`config.mk`:
```
export PLATFORM = sky130hd
export DESIGN_NAME = serial_add_ctrl
export DESIGN_NICKNAME = d
export VERILOG_FILES = /design/src/rtl/serial_add_pkg.sv /design/src/rtl/full_adder.sv /design/src/rtl/serial_add_ctrl.sv
export SDC_FILE = /design/constraint.sdc
export NUM_CORES = 1
export LEC_CHECK = 0
export CORE_MARGIN = 4
export CORE_UTILIZATION = 50
export CTS_CLUSTER_SIZE = 30
export DETAILED_ROUTE_END_ITERATION = 6
export PLACE_DENSITY_LB_ADDON = 0.1
export SYNTH_ARGS = -nofsm -noshare
export SYNTH_HDL_FRONTEND = slang
export SYNTH_HIERARCHICAL = 1
export SYNTH_SLANG_ARGS = --single-unit
```
`constraint.sdc`:
```
create_clock -name clk -period 1.4 [get_ports clk]
set_input_delay 0.35 -clock clk [delete_from_list [all_inputs] [get_ports clk]]
set_output_delay 0.35 -clock clk [all_outputs]
set_load 0.05 [all_outputs]
```
`src/rtl/serial_add_pkg.sv`:
```
// ---------------------------------------------------------------------------
// serial_add_pkg
// Shared definitions for the bit-serial adder controller.
//   DEFAULT_WIDTH : default operand/result width in bits
//   state_t       : controller state encoding (IDLE, RUN, DONE)
// ---------------------------------------------------------------------------
package serial_add_pkg;

   localparam int DEFAULT_WIDTH = 8;

   typedef enum logic [1:0] {
      IDLE = 2'd0,
      RUN  = 2'd1,
      DONE = 2'd2
   } state_t;

endpackage

```
`src/rtl/full_adder.sv`:
```
// ---------------------------------------------------------------------------
// full_adder
// Single-bit full adder cell.
//   a, b, c : input bits (c is the carry-in)
//   sum     : a ^ b ^ c
//   carry   : carry-out
// ---------------------------------------------------------------------------
module full_adder (
   input  logic a,
   input  logic b,
   input  logic c,
   output logic sum,
   output logic carry
);

   assign sum   = a ^ b ^ c;
   assign carry = (a & b) | (c & (a ^ b));

endmodule

```
`src/rtl/serial_add_ctrl.sv`:
```
// ---------------------------------------------------------------------------
// serial_add_ctrl
// Bit-serial adder: computes a + b + cin one bit per clock, LSB first,
// through a single full_adder cell.
//
// Ports
//   clk, rst_n          : clock, asynchronous active-low reset
//   in_valid / in_ready : operand handshake (a, b, cin)
//   out_valid/out_ready : result handshake (sum, cout)
//   busy                : high whenever the controller is not in IDLE
//   dbg_state           : current FSM state encoding, for observation only
//
// Handshake: a transfer happens on a rising edge where valid and ready are
// both high. in_ready/out_valid/busy are decoded from the registered state
// only, so neither depends combinationally on in_valid or out_ready. A
// producer may hold valid while ready is low; nothing is lost or repeated.
//
// Timing: operands accepted on edge k appear with out_valid after edge
// k+WIDTH. The result is held in DONE until out_ready is sampled high, and
// sum/cout then stay visible in IDLE until the next accept clears them.
// ---------------------------------------------------------------------------
module serial_add_ctrl
   import serial_add_pkg::*;
#(
   parameter int WIDTH = DEFAULT_WIDTH
) (
   input  logic             clk,
   input  logic             rst_n,
   input  logic             in_valid,
   output logic             in_ready,
   input  logic [WIDTH-1:0] a,
   input  logic [WIDTH-1:0] b,
   input  logic             cin,
   output logic             out_valid,
   input  logic             out_ready,
   output logic [WIDTH-1:0] sum,
   output logic             cout,
   output logic             busy,
   output logic [1:0]       dbg_state
);

   localparam int CNT_W = $clog2(WIDTH + 1);
   localparam logic [CNT_W-1:0] LAST_BIT = CNT_W'(WIDTH - 1);

   state_t           state_q,     state_d;
   logic [WIDTH-1:0] a_q,         a_d;
   logic [WIDTH-1:0] b_q,         b_d;
   logic [WIDTH-1:0] sum_q,       sum_d;
   logic             carry_q,     carry_d;
   logic             cout_q,      cout_d;
   logic [CNT_W-1:0] cnt_q,       cnt_d;
   logic             in_ready_q,  in_ready_d;
   logic             out_valid_q, out_valid_d;
   logic             busy_q,      busy_d;

   logic             fa_sum;
   logic             fa_carry;
   logic [WIDTH:0]   sum_shift;

   full_adder u_fa (
      .a     (a_q[0]),
      .b     (b_q[0]),
      .c     (carry_q),
      .sum   (fa_sum),
      .carry (fa_carry)
   );

   // New sum bit enters at the MSB; after WIDTH shifts bit 0 lands at LSB.
   // Built as a WIDTH+1 vector so the slice stays legal for WIDTH=1.
   assign sum_shift = {fa_sum, sum_q};

   always_comb begin
      state_d = state_q;
      a_d     = a_q;
      b_d     = b_q;
      sum_d   = sum_q;
      carry_d = carry_q;
      cout_d  = cout_q;
      cnt_d   = cnt_q;

      case (state_q)
         IDLE: begin
            if (in_valid) begin
               a_d     = a;
               b_d     = b;
               carry_d = cin;
               cnt_d   = '0;
               sum_d   = '0;
               cout_d  = 1'b0;
               state_d = RUN;
            end
         end
         RUN: begin
            sum_d   = sum_shift[WIDTH:1];
            a_d     = a_q >> 1;
            b_d     = b_q >> 1;
            carry_d = fa_carry;
            cnt_d   = cnt_q + CNT_W'(1);
            if (cnt_q == LAST_BIT) begin
               cout_d  = fa_carry;
               state_d = DONE;
            end
         end
         DONE: begin
            if (out_ready) begin
               state_d = IDLE;
            end
         end
         default: begin
            state_d = IDLE;
         end
      endcase

      // Handshake outputs are registered decodes of the next state.
      in_ready_d  = (state_d == IDLE);
      out_valid_d = (state_d == DONE);
      busy_d      = (state_d != IDLE);
   end

   always_ff @(posedge clk or negedge rst_n) begin
      if (!rst_n) begin
         state_q     <= IDLE;
         a_q         <= '0;
         b_q         <= '0;
         sum_q       <= '0;
         carry_q     <= 1'b0;
         cout_q      <= 1'b0;
         cnt_q       <= '0;
         in_ready_q  <= 1'b1;
         out_valid_q <= 1'b0;
         busy_q      <= 1'b0;
      end else begin
         state_q     <= state_d;
         a_q         <= a_d;
         b_q         <= b_d;
         sum_q       <= sum_d;
         carry_q     <= carry_d;
         cout_q      <= cout_d;
         cnt_q       <= cnt_d;
         in_ready_q  <= in_ready_d;
         out_valid_q <= out_valid_d;
         busy_q      <= busy_d;
      end
   end

   assign in_ready  = in_ready_q;
   assign out_valid = out_valid_q;
   assign busy      = busy_q;
   assign sum       = sum_q;
   assign cout      = cout_q;
   assign dbg_state = state_q;

endmodule

```
==> results.toml <==
[outcome]
status = "finished clean"

[floorplanning]
rows = 20
io_pins = 35
die_w_um = 66.04
core_um2 = 3128
dieArea_um2 = 4361
die_h_um = 66.04
start_util_pct = 53.84

[pwr]
seqPwrFrac_pct = 36.3
cellLeakagePower_nw = 1.035
pwr-share-comb_pct = 52.5
p_per_area_nw_per_um2 = 2091
power_frac_clock_pct = 11.2
p_int_mw = 2.958
finalPower_mw = 4.981
ir_drop_mv = 1.528
p_sw_share_pct = 40.62
p_switching_mw = 2.023

[cells_and_area]
final_util_pct = 76.16
multi_input_area_um2 = 735.7
drive_gt1_share_pct = 28.57
antenna_cells = 0
nFillCells = 214
regArea_um2 = 879.6
nets = 218
syn2layout_area_growth_pct = 41.46
final_area_um2 = 2382

[synth]
syn_nets = 173
synth.avg_cell_area_um2 = 11.23
synthArstFlopShare_pct = 100.0
synth_area_um2 = 1684
yosysTopAreaCell = "dfrtp_1"
ys.flop_type = "dfrtp_1"
yosysMostFrequentCell = "dfrtp_1"
ys_seq_area_share_pct = 52.08
synth.area.top_cells = "dfrtp_1 (51%), a22oi_1 (6.7%), a21oi_2 (5.2%), a22o_1 (5.2%), o21ai_1 (4.8%)"
synth_edf_count = 0
syn_inst = 150
synth_seq_cells = 35
yosysUniqueCellTypes = 30
synth.top_cell.area_share_pct = 50.52
yosys_warnings = 6
synth_commonest_cells = "dfrtp_1 (34), o21ai_1 (16), a22oi_1 (15)"

[sta]
final.min_clock_period_ns = 1.375
worstMarginPinSlew_ns = 0.2465
setup_viol = 0
max-slew-margin-rel_pct = 83.53
fmax_mhz = 727.5
hold_violations = 0
min_period_over_period_pct = 98.18
clock_skew_ns = 0.01209
fin_tns_setup_ns = 0
rsz0062_at_grt = "true"
slew_viol_final = 0

[detailed_routing]
final_antenna_net_count = 0
vias = 1333
drc = 0
dr.pass1.iters = 4
vias_per_cell = 5.554
first_iter_violations = 113
drt_wl_total_mm = 3.693
detail_route.wl_per_cell_um = 15.39

[setup_path]
crit_path_end_kind = "primary output"
cp.arrival_ns = 1.02
startpoint_type = "register"
timing.rr.start = "dbg_state[0]$_DFF_PN0_"
worstSetupPathType = "reg -> out"
path_max_fanout = 2
worstPathRequired_ns = 1.05
cp-startpoint = "dbg_state[0]$_DFF_PN0_"

[placed_design]
dpl.hpwl_mm = 2.585
place.gp.congestion = 0.8793
place_area_um2 = 2282
io_buffers = 34

[grt]
antenna_found_initial = 0
overflow = 0
grt_max_degree = 36
grt_pass1_wl_mm = 6.506
first_global_vias = 1341
grt_usage_pct = 20.12

[cts]
clk_latency_ns = 0.33
htree_levels = 2
cts-root-to-sink-buffers = 2
cts_inserted_buffers = 5
cts_root_buffer = "clkbuf_4"
tritoncts = "built"
holdBufCountCts = 0
path_clk_slew_ns = 0.10
cts_sinks = 35

[flow_run]
cap_violations = 0

[hold_path]
hold_class = "in -> async"
## timing repair
item                       CTS  global route
pin swaps                    0             0
buffers inserted             2             1
setup endpoints to repair    1            26
gates resized for setup      1             5
## layout by cell type, fill, tap and decap left out, types with 2 or more instances in the layout
cell type,netlist,routed
a22o_1,10,10
and2b_1,8,8
a21oi_1,8,8
nand2_1,5,5
nand2b_1,2,2
dfrtp_2,0,2
o21ai_1,16,16
nand3_1,4,4
o21ai_0,2,2
buf_4,3,8
clkdlybuf4s50_1,0,20
a22oi_2,0,2
buf_6,1,2
buf_12,1,18
clkbuf_4,0,5
a22oi_1,15,13
nor2b_1,11,10
a21oi_2,10,10
dfrtp_1,34,32
o21ai_2,2,2
## path summary, 6_finish.rpt
kind	endpoint	slack (ns)	cells past startpoint
worst max-delay path	dbg_state[0]	0.03	2
worst min-delay path	sum[0]$_DFFE_PN0P_	0.38	2
worst max register to register	b_q[1]$_DFFE_PN0P_	0.08	5
worst min register to register	cnt_q[0]$_DFFE_PN0P_	0.52	1
max in group asynchronous	in_ready$_DFF_PN1_	0.78	2
min in group clk	cnt_q[0]$_DFFE_PN0P_	0.52	1
## per-stage QoR
stage               cells  worst slack, ns  hold slack (ns)
floorplan             150         0.004197          0.05441
global placement      229          -0.1350           0.4960
detailed placement    229          -0.1837           0.5076
CTS                   239         0.002721           0.3687
global route          240         -0.04128           0.3685
finish                240          0.02549           0.3765
## critical path, cell delays in order (launching register included)
cell     delay (ns)
dfrtp_2        0.43
buf_6          0.13
buf_12         0.14
## cell type report
class                      count  area share [%]
inverter                       1          0.1576
clock inverter                 1          0.2101
multi-input combinational    103           30.88
clock buffer                   7           2.311
timing repair buffer          49           27.21
sequential                    35           36.92
tap                           44           2.311
## cell families after synthesis
kind of cell | count (synthesis) | share of synthesized area (%)
adders and majority gates | 2 | 1.932
DFF | 35 | 52.08
and+or+nand+nor | 35 | 12.93
muxes | 1 | 0.5944
buffers and inverters | 12 | 4.977
AOI/OAI and AO/OA | 65 | 27.49
## power groups by stage
stage	clock (mW)	combinational (mW)	sequential, mW
finish	0.558	2.62	1.81
global route	0.642	2.82	1.87
CTS	0.580	2.59	1.81
detailed placement	0	2.54	1.83
global placement	0	2.45	1.81
floorplan	0	1.02	2.21
## sequential cells by signal (all words and copies together) (netlist names)
register,count
out_valid,1
in_ready,1
cout,1
cnt_q,4
sum,8
busy,1
carry_q,1
a_q,8
dbg_state,2
b_q,8
## layer usage
metal  track usage [%]  vias to the layer above  share of wire (%)
met5                 0                        -                  0
met4             6.091                        0               0.54
met3             6.122                        2                5.8
met2             32.04                       42                 49
met1             26.41                      653                 44
li1                  -                      636                  -
Note: power is estimated with default switching activity, not from simulation.
